[config.mk]
export PLATFORM = sky130hd
export DESIGN_NAME = popcount_accumulator
export DESIGN_NICKNAME = d
export VERILOG_FILES = /design/src/rtl/popcount_accumulator.sv
export SDC_FILE = /design/constraint.sdc
export NUM_CORES = 1
export LEC_CHECK = 0
export CAP_MARGIN = 40
export CORE_ASPECT_RATIO = 0.9
export CORE_MARGIN = 4
export CORE_UTILIZATION = 35
export DETAILED_ROUTE_END_ITERATION = 10
export PLACE_DENSITY_LB_ADDON = 0.1
export SLEW_MARGIN = 20
export SYNTH_ARGS = -nofsm -noshare
export SYNTH_HDL_FRONTEND = slang
export SYNTH_SLANG_ARGS = --single-unit
[constraint.sdc]
create_clock -name clk -period 3.4 [get_ports clk]
set_clock_uncertainty 0.1 [all_clocks]
set_input_delay 0.51 -clock clk [delete_from_list [all_inputs] [get_ports clk]]
set_output_delay 0.51 -clock clk [all_outputs]
set_load 0.005 [all_outputs]
[src/rtl/popcount_accumulator.sv]
// Accumulates 4-bit partial popcounts over a variable-length vector and
// presents the total, beat count, flags and activation bit through a held output register.
module popcount_accumulator #(
   parameter int unsigned ACC_W  = 10,
   parameter int unsigned BEAT_W = 8
) (
   input  logic              clk,
   input  logic              rst,
   input  logic [3:0]        cnt_in,
   input  logic              in_valid,
   input  logic              in_last,
   output logic              in_ready,
   input  logic [ACC_W-1:0]  thresh,
   output logic [ACC_W-1:0]  out_sum,
   output logic [BEAT_W-1:0] out_beats,
   output logic              out_bit,
   output logic              out_sat,
   output logic              out_err,
   output logic              out_valid,
   input  logic              out_ready
);

   localparam logic [1:0] IDLE  = 2'd0;
   localparam logic [1:0] ACCUM = 2'd1;
   localparam logic [1:0] HOLD  = 2'd2;

   localparam logic [3:0]        CNT_MAX   = 4'd13;
   localparam logic [ACC_W-1:0]  ACC_MAX   = '1;
   localparam logic [BEAT_W-1:0] BEATS_MAX = '1;

   logic [1:0]        state, state_nx;
   logic [ACC_W-1:0]  acc, acc_nx;
   logic [BEAT_W-1:0] beats, beats_nx;
   logic              sat, sat_nx;
   logic              err, err_nx;

   logic              accept_c;
   logic              load_c;
   logic              err_beat_c;
   logic [3:0]        eff_c;
   logic [ACC_W:0]    sum_wide_c;
   logic              sat_beat_c;
   logic [ACC_W-1:0]  acc_upd_c;
   logic [BEAT_W-1:0] beats_upd_c;

   // Per-beat datapath: clamp illegal counts, saturating adds
   always_comb begin
      accept_c    = in_valid && in_ready;
      err_beat_c  = (cnt_in > CNT_MAX);
      eff_c       = err_beat_c ? CNT_MAX : cnt_in;
      sum_wide_c  = {1'b0, acc} + (ACC_W+1)'(eff_c);
      sat_beat_c  = sum_wide_c[ACC_W];
      acc_upd_c   = sat_beat_c ? ACC_MAX : sum_wide_c[ACC_W-1:0];
      beats_upd_c = (beats == BEATS_MAX) ? beats : beats + BEAT_W'(1);
   end

   // Next-state and accumulator update
   always_comb begin
      state_nx = state;
      acc_nx   = acc;
      beats_nx = beats;
      sat_nx   = sat;
      err_nx   = err;
      load_c   = 1'b0;
      case (state)
         IDLE, ACCUM: begin
            if (accept_c) begin
               if (in_last) begin
                  state_nx = HOLD;
                  load_c   = 1'b1;
                  acc_nx   = '0;
                  beats_nx = '0;
                  sat_nx   = 1'b0;
                  err_nx   = 1'b0;
               end else begin
                  state_nx = ACCUM;
                  acc_nx   = acc_upd_c;
                  beats_nx = beats_upd_c;
                  sat_nx   = sat | sat_beat_c;
                  err_nx   = err | err_beat_c;
               end
            end
         end
         HOLD: begin
            if (out_ready) state_nx = IDLE;
         end
         default: state_nx = IDLE;
      endcase
   end

   always_ff @(posedge clk or posedge rst) begin
      if (rst) state <= IDLE;
      else     state <= state_nx;
   end

   // Accumulator, handshake flags and the held result register
   always_ff @(posedge clk or posedge rst) begin
      if (rst) begin
         acc       <= '0;
         beats     <= '0;
         sat       <= 1'b0;
         err       <= 1'b0;
         in_ready  <= 1'b1;
         out_valid <= 1'b0;
         out_sum   <= '0;
         out_beats <= '0;
         out_bit   <= 1'b0;
         out_sat   <= 1'b0;
         out_err   <= 1'b0;
      end else begin
         acc       <= acc_nx;
         beats     <= beats_nx;
         sat       <= sat_nx;
         err       <= err_nx;
         in_ready  <= (state_nx != HOLD);
         out_valid <= (state_nx == HOLD);
         if (load_c) begin
            out_sum   <= acc_upd_c;
            out_beats <= beats_upd_c;
            out_bit   <= (acc_upd_c >= thresh);
            out_sat   <= sat | sat_beat_c;
            out_err   <= err | err_beat_c;
         end
      end
   end

endmodule

==> qor.yml <==
clocking:
  cts_inserted_buffers: 5
  cts_tree: "yes"
  cts_root_buf: "clkbuf_8"
  cts.path.max_buffers: 2
  cts.clk_slew.worst_paths_ns: 0.09
  insertion_delay_ns: 0.30
  cts.sinks: 45
  h-tree-depth: 2
finish:
  final_cell_mix: "dfrtp_1 (44), clkdlybuf4s50_1 (41), nand2_1 (36), nor2_1 (36), buf_4 (33)"
  regArea_sq_um: 1130
  layout-drive-gt1-share_pct: 16.8
  multi_input_area_sq_um: 1420
  final_common_cell: "dfrtp_1"
  nets: 398
  num_antenna_cells: 0
  fillers: 758
  area_growth_pct: 29.9
  utilization_pct: 46.6
yosys:
  synth_seq_cells: 45
  synth_edf_count: 0
  yosysUniqueCellTypes: 57
  synthArstFlopShare_pct: 100
  ys_warn_count: 0
  synth_top_area_share_pct: 40.9
  syn-cell-area_sq_um: 2690
  syn_area_per_cell_sq_um: 9.04
  synthesis.nets: 333
  yosysTopAreaCell: "dfrtp_1"
  yosys-top-cells-area: "dfrtp_1 (41%), ha_1 (7.0%), nand2_1 (5.0%)"
  syn_inst: 298
  seq_area_frac_synth_pct: 41.9
  synth_flop_cell: "dfrtp_1"
critical_path:
  r2r_end: "out_bit"
  crit_arrival_ns: 3.29
  end_kind: "flip-flop"
  r2r_slack_ns: 0.67
  worstPathMaxFanout: 4
  path_class: "primary input to flip-flop"
  startpoint: "cnt_in[2]"
  r2r-start: "acc[0]"
  crit_required_ns: 3.48
  cp-start-kind: "primary input"
  reg2reg_depth: 11
timing:
  drv_slew: 0
  hold_violations: 0
  worst_pin_slew_ns: 0.446
  max_freq_ghz: 0.312
  fin_crit_sh_pct: 94.4
  rsz0062_at_grt: "false"
  period_minus_slack_ns: 3.21
  slew_headroom_pct: 70.2
  setup_viol: 0
global_route:
  grt_max_degree: 33
  track_usage_pct: 14.9
  antenna_found_initial: 0
  overflow: 0
  first_global_vias: 2173
  grt_pass1_wl_mm: 10.9
floorplan:
  core_area_sq_um: 7510
  row_count: 30
  fp.dieH_microns: 91.2
  initial_utilization_pct: 35.9
  io_pins: 42
  fp.dieArea_sq_um: 9160
  die_w_microns: 100
pwr:
  static-leakage-power_uw: 0.00155
  finalPower_uw: 2030
  ir_drop_mv: 0.256
  powerDensity_nw_per_um2: 581
drt:
  first_pass_iters: 4
  drt-total-wl_mm: 6.50
  drtIter0Drc: 60
  final_antenna_net_count: 0
  wl_per_cell_microns: 14.1
  vias_per_cell: 4.99
  drc_errors: 0
  vias: 2294
place:
  hpwl_mm: 4.88
  numPortBuffers: 41
  place_congestion: 0.793
job:
  maxCapViolCount: 0
hold_path:
  hold_path_class: "primary input to asynchronous set/reset pin"
outcome:
  status: "finished clean"
==> layer usage <==
metal / part of all wire (%) / up-vias / global-route usage, %
li1: - / 1182 / -
met1: 54 / 1067 / 23.4
met2: 41 / 38 / 20.9
met3: 4.1 / 7 / 3.00
met4: 0.97 / 0 / 3.37
met5: 0 / - / 0
==> power by group <==
group,total (uW),internal [uW],switching (uW)
Clock,329,143,186
Sequential,800,670,130
Combinational,902,472,430
Total,2030,1280,746
==> worst max-delay path, cell delays in order <==
cell and delay [ns]:
clkdlybuf4s50_1 0.48, a31o_2 0.16, ha_1 0.15, inv_1 0.05
fa_1 0.37, nand2b_2 0.23, a211oi_2 0.27, mux2_4 0.34
ha_1 0.29, nand2_1 0.07, nor2_1 0.05, a2111oi_2 0.20
a21oi_1 0.11
==> layout make-up <==
class	count	share of cell area [%]
multi-input cells	218	40.7
well taps	96	3.43
inverters	18	1.93
clock inverters	2	0.286
repair buffers	75	19.4
clock buffers	6	2.07
flip-flops and latches	45	32.2
==> through the flow <==
stage	TNS (ns)	hold slack, ns	cell area [sq um]	cells	worst slack (ns)
global route	0	0.398	3500	460	0.0151
finish	0	0.379	3500	460	0.190
CTS	0	0.382	3490	460	0.0886
global placement	-0.156	0.365	3380	451	-0.156
floorplan	0	0.345	2690	298	0.370
detailed placement	-0.226	0.366	3400	452	-0.226
==> flip-flops by register name, summed over array words and instances (netlist names), 2 cells and up <==
name	flops
state	2
beats	8
acc	10
out_beats	8
out_sum	10
==> worst max-delay path by stage <==
stage	endpoint
after floorplan	out_bit
after global placement	out_bit
after detailed placement	out_bit
after CTS	out_bit
after global routing	out_bit
final	out_bit
==> cells in the mapped netlist (2+ instances only) <==
cell      instances
and3b_1           2
nand2b_1          2
o21bai_1          2
a211oi_2          2
nor2_1           36
mux2i_1           5
a211oi_1          4
a31oi_1           7
xor2_1            3
nor3_1            2
o21ai_1           8
a21oi_2           2
nand2_1          36
nor3b_1           3
a21oi_1          23
buf_2             6
nand4_1           4
o211ai_2          2
and4_1            2
inv_1            18
nand3_1           6
a22o_1            2
clkbuf_1          6
buf_4             4
o21ai_0          13
ha_1             15
and3_1            3
dfrtp_1          44
o31ai_1           7
nand3b_1          2
==> timing repair <==
item                       in CTS  in global routing
setup endpoints to repair       0                  1
gates resized for setup         0                  3
hold buffers                    0                  0
hold endpoints to repair        0                  0
buffers inserted                0                  0
==> logic make-up (layout without fill, tap and decap cells) <==
logic type	after synthesis	in the layout	synth area share [%]
adders and majority gates	16	16	7.71
buffers and inverters	35	101	5.72
and+or+nand+nor	108	108	19.9
AOI/OAI and AO/OA	83	83	20.7
DFF	45	45	41.9
xor gates and xnor gates	4	4	1.30
muxes	7	7	2.83
Power figures use the tool's default switching activity.
